$ cat config.mk
export PLATFORM = sky130hd
export DESIGN_NAME = camera_cfg_sequencer
export DESIGN_NICKNAME = d
export VERILOG_FILES = /design/src/rtl/camera_cfg_sequencer.sv
export SDC_FILE = /design/constraint.sdc
export NUM_CORES = 1
export LEC_CHECK = 0
export CAP_MARGIN = 10
export CORE_MARGIN = 4
export CORE_UTILIZATION = 55
export CTS_CLUSTER_SIZE = 20
export DETAILED_ROUTE_END_ITERATION = 6
export PLACE_DENSITY = 0.85
export SLEW_MARGIN = 20
export SYNTH_ARGS = -nofsm -noshare
export SYNTH_HDL_FRONTEND = slang
export SYNTH_SLANG_ARGS = --single-unit
$ cat constraint.sdc
create_clock -name clk_i -period 5.25 [get_ports clk_i]
set_clock_uncertainty 0.2 [all_clocks]
set_input_delay 1.05 -clock clk_i [delete_from_list [all_inputs] [get_ports clk_i]]
set_output_delay 1.05 -clock clk_i [all_outputs]
set_load 0.01 [all_outputs]
$ cat src/rtl/camera_cfg_sequencer.sv
// rtl/camera_cfg_sequencer.sv - queued write/read/poll initiator for the camera cfg register bus
// Optional poll support is built when CAM_CFG_SEQ_POLL_EN is defined; otherwise op 10 is illegal.
module camera_cfg_sequencer #(
  parameter int FIFO_DEPTH   = 4,
  parameter int POLL_TIMEOUT = 1024,
  parameter int POLL_GAP     = 4
) (
  input  logic        clk_i,
  input  logic        rst_i,
  input  logic        cmd_valid_i,
  output logic        cmd_ready_o,
  input  logic [1:0]  cmd_op_i,
  input  logic [4:0]  cmd_addr_i,
  input  logic [31:0] cmd_data_i,
  input  logic [31:0] cmd_mask_i,
  output logic        rsp_valid_o,
  input  logic        rsp_ready_i,
  output logic [31:0] rsp_data_o,
  output logic        rsp_err_o,
  output logic [31:0] cfg_data_o,
  output logic [4:0]  cfg_addr_o,
  output logic        cfg_valid_o,
  output logic        cfg_rwn_o,
  input  logic [31:0] cfg_data_i,
  input  logic        cfg_ready_i,
  output logic        busy_o
);

  localparam int AW = $clog2(FIFO_DEPTH);
  localparam logic [1:0] OP_WR   = 2'b00;
  localparam logic [1:0] OP_RD   = 2'b01;
  localparam logic [1:0] OP_POLL = 2'b10;

`ifdef CAM_CFG_SEQ_POLL_EN
  localparam bit POLL_EN = 1'b1;
  localparam int TW = $clog2(POLL_TIMEOUT + 1);
  localparam int GW = $clog2(POLL_GAP + 1);
  localparam logic [TW-1:0] TRY_MAX  = TW'(POLL_TIMEOUT);
  localparam logic [GW-1:0] GAP_LAST = GW'(POLL_GAP - 1);
`else
  localparam bit POLL_EN = 1'b0;
`endif

  // Reject parameter sets the pointer and counter logic cannot represent.
  if (FIFO_DEPTH < 2 || (FIFO_DEPTH & (FIFO_DEPTH - 1)) != 0 || POLL_TIMEOUT < 1 || POLL_GAP < 1) begin : g_param_check
    $error("camera_cfg_sequencer: illegal parameter set");
  end

  typedef struct packed {
    logic [1:0]  op;
    logic [4:0]  addr;
    logic [31:0] data;
`ifdef CAM_CFG_SEQ_POLL_EN
    logic [31:0] mask;
`endif
  } cmd_t;

  typedef enum logic [1:0] {S_IDLE, S_ISSUE, S_RESP, S_GAP} state_t;

  state_t      state_q, state_d;
  cmd_t        fifo_mem_q [FIFO_DEPTH];
  logic [AW:0] wr_ptr_q, wr_ptr_d, rd_ptr_q, rd_ptr_d;
  logic [4:0]  cfg_addr_q, cfg_addr_d;
  logic [31:0] cfg_data_q, cfg_data_d;
  logic        cfg_rwn_q, cfg_rwn_d;
  logic [31:0] rsp_data_q, rsp_data_d;
  logic        rsp_err_q, rsp_err_d;
`ifdef CAM_CFG_SEQ_POLL_EN
  logic          poll_q, poll_d;
  logic [31:0]   mask_q, mask_d;
  logic [TW-1:0] try_q, try_d;
  logic [GW-1:0] gap_q, gap_d;
`else
  logic unused_mask;
  assign unused_mask = ^cmd_mask_i;
`endif

  logic fifo_empty, fifo_full, push, head_legal;
  cmd_t push_cmd, head_cmd;

  assign fifo_empty = (wr_ptr_q == rd_ptr_q);
  assign fifo_full  = (wr_ptr_q[AW] != rd_ptr_q[AW]) && (wr_ptr_q[AW-1:0] == rd_ptr_q[AW-1:0]);
  assign push       = cmd_valid_i && !fifo_full;
  assign head_cmd   = fifo_mem_q[rd_ptr_q[AW-1:0]];
  assign head_legal = (head_cmd.op == OP_WR) || (head_cmd.op == OP_RD) ||
                      (POLL_EN && head_cmd.op == OP_POLL);

  // Pack the incoming command into one FIFO word.
  always_comb begin
    push_cmd      = '0;
    push_cmd.op   = cmd_op_i;
    push_cmd.addr = cmd_addr_i;
    push_cmd.data = cmd_data_i;
`ifdef CAM_CFG_SEQ_POLL_EN
    push_cmd.mask = cmd_mask_i;
`endif
  end

  // Command storage; contents need no reset because the pointers define validity.
  always_ff @(posedge clk_i) begin
    if (push) begin
      fifo_mem_q[wr_ptr_q[AW-1:0]] <= push_cmd;
    end
  end

  // Next-state logic: FIFO pointers, bus sequencing and response capture.
  always_comb begin
    state_d    = state_q;
    wr_ptr_d   = wr_ptr_q;
    rd_ptr_d   = rd_ptr_q;
    cfg_addr_d = cfg_addr_q;
    cfg_data_d = cfg_data_q;
    cfg_rwn_d  = cfg_rwn_q;
    rsp_data_d = rsp_data_q;
    rsp_err_d  = rsp_err_q;
`ifdef CAM_CFG_SEQ_POLL_EN
    poll_d     = poll_q;
    mask_d     = mask_q;
    try_d      = try_q;
    gap_d      = gap_q;
`endif
    if (push) begin
      wr_ptr_d = wr_ptr_q + (AW+1)'(1);
    end
    unique case (state_q)
      S_IDLE: begin
        if (!fifo_empty) begin
          rd_ptr_d = rd_ptr_q + (AW+1)'(1);
          if (head_legal) begin
            cfg_addr_d = head_cmd.addr;
            cfg_data_d = head_cmd.data;
            cfg_rwn_d  = (head_cmd.op != OP_WR);
`ifdef CAM_CFG_SEQ_POLL_EN
            poll_d     = (head_cmd.op == OP_POLL);
            mask_d     = head_cmd.mask;
            try_d      = '0;
`endif
            state_d    = S_ISSUE;
          end else begin
            rsp_data_d = '0;
            rsp_err_d  = 1'b1;
            state_d    = S_RESP;
          end
        end
      end
      S_ISSUE: begin
        if (cfg_ready_i) begin
`ifdef CAM_CFG_SEQ_POLL_EN
          if (poll_q) begin
            try_d      = try_q + TW'(1);
            rsp_data_d = cfg_data_i;
            if (((cfg_data_i ^ cfg_data_q) & mask_q) == '0) begin
              rsp_err_d = 1'b0;
              state_d   = S_RESP;
            end else if (try_d == TRY_MAX) begin
              rsp_err_d = 1'b1;
              state_d   = S_RESP;
            end else begin
              gap_d   = '0;
              state_d = S_GAP;
            end
          end else
`endif
          if (cfg_rwn_q) begin
            rsp_data_d = cfg_data_i;
            rsp_err_d  = 1'b0;
            state_d    = S_RESP;
          end else begin
            state_d = S_IDLE;
          end
        end
      end
      S_RESP: begin
        if (rsp_ready_i) begin
          state_d = S_IDLE;
        end
      end
      S_GAP: begin
`ifdef CAM_CFG_SEQ_POLL_EN
        if (gap_q == GAP_LAST) begin
          state_d = S_ISSUE;
        end else begin
          gap_d = gap_q + GW'(1);
        end
`else
        state_d = S_IDLE;
`endif
      end
      default: state_d = S_IDLE;
    endcase
  end

  // State register with synchronous reset; reset also drops any pending request or response.
  always_ff @(posedge clk_i) begin
    if (rst_i) begin
      state_q    <= S_IDLE;
      wr_ptr_q   <= '0;
      rd_ptr_q   <= '0;
      cfg_addr_q <= '0;
      cfg_data_q <= '0;
      cfg_rwn_q  <= 1'b0;
      rsp_data_q <= '0;
      rsp_err_q  <= 1'b0;
`ifdef CAM_CFG_SEQ_POLL_EN
      poll_q     <= 1'b0;
      mask_q     <= '0;
      try_q      <= '0;
      gap_q      <= '0;
`endif
    end else begin
      state_q    <= state_d;
      wr_ptr_q   <= wr_ptr_d;
      rd_ptr_q   <= rd_ptr_d;
      cfg_addr_q <= cfg_addr_d;
      cfg_data_q <= cfg_data_d;
      cfg_rwn_q  <= cfg_rwn_d;
      rsp_data_q <= rsp_data_d;
      rsp_err_q  <= rsp_err_d;
`ifdef CAM_CFG_SEQ_POLL_EN
      poll_q     <= poll_d;
      mask_q     <= mask_d;
      try_q      <= try_d;
      gap_q      <= gap_d;
`endif
    end
  end

  assign cmd_ready_o = !fifo_full;
  assign cfg_valid_o = (state_q == S_ISSUE);
  assign cfg_addr_o  = cfg_addr_q;
  assign cfg_data_o  = cfg_data_q;
  assign cfg_rwn_o   = cfg_rwn_q;
  assign rsp_valid_o = (state_q == S_RESP);
  assign rsp_data_o  = rsp_data_q;
  assign rsp_err_o   = rsp_err_q;
  assign busy_o      = !fifo_empty || (state_q != S_IDLE);

endmodule

# Word level (Yosys, flattened, before mapping)
# Memories as Yosys holds them, arrays and structs flattened. A register that Yosys moved wholly into a read port is not among the register bits.
# Index checks and enable logic that the tools add are counted.
[classes]
magnitude_cmp = 0
reduce_logical = 15
mul = 0
addsub = 2
eq_ne = 12
bitwise_logic = 1
shift = 0
div = 0
mux = 20
[ops]
columns = ["cell", "count"]
rows = [
  ["32-bit 2-to-1 mux", 4],
  ["32-bit one-hot mux with 2 select lines", 1],
  ["2-bit 2-to-1 mux", 7],
  ["2-bit one-hot mux with 4 select lines", 1],
  ["3-bit by 1-bit adder with 3-bit output, second input constant", 2],
  ["1-bit 2-to-1 mux", 6],
  ["2-bit by 1-bit inequality test with 1-bit output, second input constant", 3],
  ["3-bit AND reduction", 2],
  ["2-bit nonzero test", 3],
  ["5-bit AND reduction", 1],
  ["2-bit by 1-bit equality test with 1-bit output, second input constant", 2],
  ["2-bit equality test, second input constant", 2],
  ["2-bit zero test", 2],
  ["2-bit inequality test, second input constant", 2],
  ["3-bit equality test", 1],
  ["2-bit equality test", 1],
  ["1-bit logical AND", 2],
  ["1-bit zero test", 2],
  ["1-bit logical OR", 2],
  ["1-bit one-hot mux with 2 select lines", 1],
  ["2-bit AND reduction", 1],
  ["1-bit inequality test", 1],
  ["1-bit inverter", 1],
]
[totals]
latchBits = 0
word_cells = 59
ramBits = 156
n_memories = 1
output_inout_bits = 75
rom_bits = 0
inputBits = 108
reg_bits = 79
[mem_list]
columns = ["memory", "depth", "width", "read_ports", "rd_ports_with_merged_regs", "write_ports", "line_no", "rtl"]
rows = [
  ["fifo_mem_q", 4, 39, 1, 1, 1, "61", "cmd_t fifo_mem_q [FIFO_DEPTH];"],
]

# Logic depth before layout (Yosys ltp)
[logic_depth]
ltp_word = 6
mapped_depth = 7
depth_no_buf = 4

# Worst setup path after synthesis
# OpenSTA, ideal clock, no wires.
[synth_timing]
path_kind = "input-to-reg"
startpoint = "in cmd_valid_i"
endpoint = "mem fifo_mem_q[3][0] (netlist bit), enable pin"
setup_ns = 0.401
arrival_ns = 2.288
t_required_ns = 4.649
stages = 2
path_buffers = 0
slack_ns = 2.361
path_cell_list = "o31a_1 -> and2_1"
[synth_via]
elab_chain_cells = 3
[synth_lines]
columns = ["item", "line_no", "rtl"]
rows = [
  ["from (decl)", "10", "input logic cmd_valid_i,"],
  ["1-bit logical AND", "83", "assign push = cmd_valid_i && !fifo_full;"],
  ["1-bit 2-to-1 mux", "101", "if (push) begin"],
  ["1-bit 2-to-1 mux (implied by the code)", "102", "fifo_mem_q[wr_ptr_q[AW-1:0]] <= push_cmd;"],
  ["to (decl)", "61", ""],
]
# Every way passes these cells.

# Final worst setup path
[layout_timing]
startpoint = "reg state_q[0]"
endpoint = "out cfg_valid_o"
[layout_via]
elab_chain_cells = 1
[layout_lines]
columns = ["item", "line_no", "rtl"]
rows = [
  ["from (decl)", "60", "state_t state_q, state_d;"],
  ["from (signal assigned)", "211", "state_q <= state_d;"],
  ["2-bit by 1-bit equality test with 1-bit output", "229", "assign cfg_valid_o = (state_q == S_ISSUE);"],
  ["to (decl)", "22", "output logic cfg_valid_o,"],
]
# Every way passes these cells.

==> impl_metrics.env <==
export IMPL_drc=0
export IMPL_grt_max_degree=46
export IMPL_cp_arrival_ns=2.23
export IMPL_grt_overflow=0
export IMPL_hold_ws_ns=0.2526
export IMPL_clockBufferDepth=3
export IMPL_grt_pass1_vias=5605
export IMPL_clkLatencyLatePin_ns=0.50
export IMPL_synth_seq_cells=237
export IMPL_rrSetupSlack_ns=1.93
export IMPL_r2r_cells=5
export IMPL_synthArstFlopShare_pct=0
export IMPL_gp_congestion=0.7633
export IMPL_synth_fp_nets=709
export IMPL_synthToLayoutAreaGrowth_pct=26.84
export IMPL_numCtsBuffers=24
export IMPL_ctsRootBufferMaster="clkbuf_16"
export IMPL_post_cts_buffers=0
export IMPL_pin_count=183
export IMPL_seq_area_um2=6311
export IMPL_slew_headroom_pct=27.67
export IMPL_die_h_um=135.5
export IMPL_first_pass_iters=5
export IMPL_ys_types=33
export IMPL_worst_r2r_endpoint="cfg_data_o[18]$_SDFFE_PP0P_"
export IMPL_port_buffers=150
export IMPL_antenna_found_initial=2
export IMPL_die_w_um=135.5
export IMPL_synth_edf_count=156
export IMPL_via_per_inst=5.669
export IMPL_netlist_area_um2=8947
export IMPL_routed_wl_um=19000
export IMPL_hold_viol_final=0
export IMPL_fillers=1027
export IMPL_setup_tns_ns=0
export IMPL_setup_viol=0
export IMPL_crit_path_start="state_q[0]$_SDFFE_PP0P_"
export IMPL_core_area_um2=15890
export IMPL_cts_tree="yes"
export IMPL_seq_area_frac_synth_pct=70.48
export IMPL_holdBufCountCts=0
export IMPL_drive_gt1_share_pct=11.39
export IMPL_fin_nets=850
export IMPL_clock_sinks=237
export IMPL_avgSynthCellArea_um2=15.01
export IMPL_leakagePower_nw=3.767
export IMPL_rows=46
export IMPL_rsz0062_at_grt="false"
export IMPL_wl_per_cell_um=19.55
export IMPL_cp_end_kind="output pin"
export IMPL_drt_initial_drc_count=448
export IMPL_p_per_area_nw_per_um2=461.9
export IMPL_crit_end="cfg_valid_o"
export IMPL_startpoint_type="flip-flop"
export IMPL_min_period_ns=3.476
export IMPL_grt_usage_pct=20.67
export IMPL_clk_transition_reported_paths_ns=0.06
export IMPL_ant_nets=0
export IMPL_hpwl_um=11580
export IMPL_crit_required_ns=4.00
export IMPL_status="completed"
export IMPL_tightest_slew_ns=1.085
export IMPL_min_period_over_period_pct=66.20
export IMPL_htreeDepth=1
export IMPL_max_cap_violations=0
export IMPL_max_freq_ghz=0.2877
export IMPL_ir_drop_mv=0.3412
export IMPL_cts_resized_gates=0
export IMPL_synth_cells=596
export IMPL_cp_max_fo=31
export IMPL_crit_type="reg -> out"
export IMPL_hold_depth=2
export IMPL_dieArea_um2=18370
export IMPL_yosys_warnings=0
export IMPL_holdCritPathClass="reg -> reg"
export IMPL_ys_flop_type="edfxtp_1"
export IMPL_grt_pass1_wl_um=29840
export IMPL_num_vias=5510
export IMPL_start_util_pct=56.32
export IMPL_multi_input_area_um2=2485
export IMPL_slew_violations=0
worst min-delay path by stage:
stage | start | endpoint | slack [ns]
2_1_floorplan | cfg_addr_o[0]$_SDFFE_PP0P_ | cfg_addr_o[0]$_SDFFE_PP0P_ | 0.28
3_3_place_gp | cfg_data_o[19]$_SDFFE_PP0P_ | cfg_data_o[19]$_SDFFE_PP0P_ | 0.24
3_5_place_dp | cfg_addr_o[1]$_SDFFE_PP0P_ | cfg_addr_o[1]$_SDFFE_PP0P_ | 0.25
4_1_cts | cfg_addr_o[1]$_SDFFE_PP0P_ | cfg_addr_o[1]$_SDFFE_PP0P_ | 0.26
5_1_grt | cfg_data_o[29]$_SDFFE_PP0P_ | cfg_data_o[29]$_SDFFE_PP0P_ | 0.28
6_report | cfg_data_o[0]$_SDFFE_PP0P_ | cfg_data_o[0]$_SDFFE_PP0P_ | 0.25
logic make-up (layout without fill, tap and decap cells):
logic type                 Yosys count  count (layout)  synth area share [%]
muxes                               41              41                 10.04
adders and majority gates            5               5                0.6992
other                                0               1                     0
AOI/OAI and AO/OA                   87              87                 6.852
and+or+nand+nor                    174             174                 8.936
buffers and inverters               43             202                 2.112
xor gates and xnor gates             9               9                0.8809
DFF                                237             237                 70.48
flip-flops by register name (all words and copies together) (netlist names), named ones only:
signal	cells
rsp_err_o	1
state_q	2
cfg_addr_o	5
cfg_data_o	32
fifo_mem_q	156
cfg_rwn_o	1
rsp_data_o	32
wr_ptr_q	3
rd_ptr_q	3
layout by cell type (no fill, tap or decap), types with 5 or more instances in the layout:
cell type / n
nand2_1: 82
edfxtp_1: 156
clkbuf_16: 26
a222oi_1: 28
nor2b_1: 30
clkbuf_1: 9
xnor2_1: 5
nor2_1: 36
clkdlybuf4s50_1: 149
a31oi_1: 5
dfxtp_1: 79
ha_1: 5
a21oi_1: 40
o21ai_0: 7
mux4_2: 39
critical path, cell delays in order, from the launching register on:
cell             delay [ns]
dfxtp_1                0.56
buf_4                  0.39
nor2b_1                0.20
clkdlybuf4s50_1        0.58
where the power goes:
part | switching (W) | total [W] | leakage (nW) | internal (W)
Clock | 0.000657 | 0.00156 | 0.353 | 0.000905
Sequential | 0.000176 | 0.00237 | 2.09 | 0.00219
Combinational | 0.000695 | 0.00131 | 1.32 | 0.000615
synthesized netlist by cell type (2+ instances only):
cell / instances / area share [%]
a31oi_1: 5 / 0.35
a222oi_1: 28 / 3.1
clkbuf_1: 24 / 1.0
buf_4: 3 / 0.25
nand2_1: 82 / 3.4
dfxtp_1: 81 / 18
a21oi_1: 40 / 2.2
nor2b_1: 30 / 2.1
ha_1: 5 / 0.70
buf_2: 13 / 0.73
o21ai_0: 7 / 0.39
nand3_1: 2 / 0.11
nand2b_1: 2 / 0.14
and2_1: 8 / 0.56
nor3b_1: 4 / 0.34
mux2i_1: 2 / 0.22
inv_1: 3 / 0.13
edfxtp_1: 156 / 52
xnor2_1: 5 / 0.49
o31a_1: 2 / 0.20
nor2_1: 36 / 1.5
nand3b_1: 4 / 0.34
nor3_1: 3 / 0.17
xor2_1: 4 / 0.39
mux4_2: 39 / 9.8
area by class of cell:
class / instances / area share [%]
multi-input combinational: 316 / 21.90
sequential: 237 / 55.61
inverter: 3 / 0.09923
clock buffer: 35 / 6.031
clock inverter: 9 / 0.4079
tap: 216 / 2.381
antenna: 1 / 0.02205
timing repair buffer: 155 / 13.55
per-layer routing:
layer	track usage (%)	vias up	wire length, um
met5	0	-	13
met4	4.591	2	217
met3	4.755	23	1619
met2	36.20	238	9486
met1	26.57	2704	7661
li1	-	2543	-
per-stage QoR:
step	instance area, um2	power, W	cells	setup slack, ns	util (%)
2_1_floorplan	8947	0.003178	596	2.361	-
3_3_place_gp	10600	0.003653	926	1.849	66.75
3_5_place_dp	10600	0.003711	926	1.836	66.75
4_1_cts	11330	0.005275	970	1.763	71.35
5_1_grt	11350	0.005494	972	1.639	71.44
6_report	11350	0.005242	972	1.774	71.44
(Power assumes the default switching activity.)
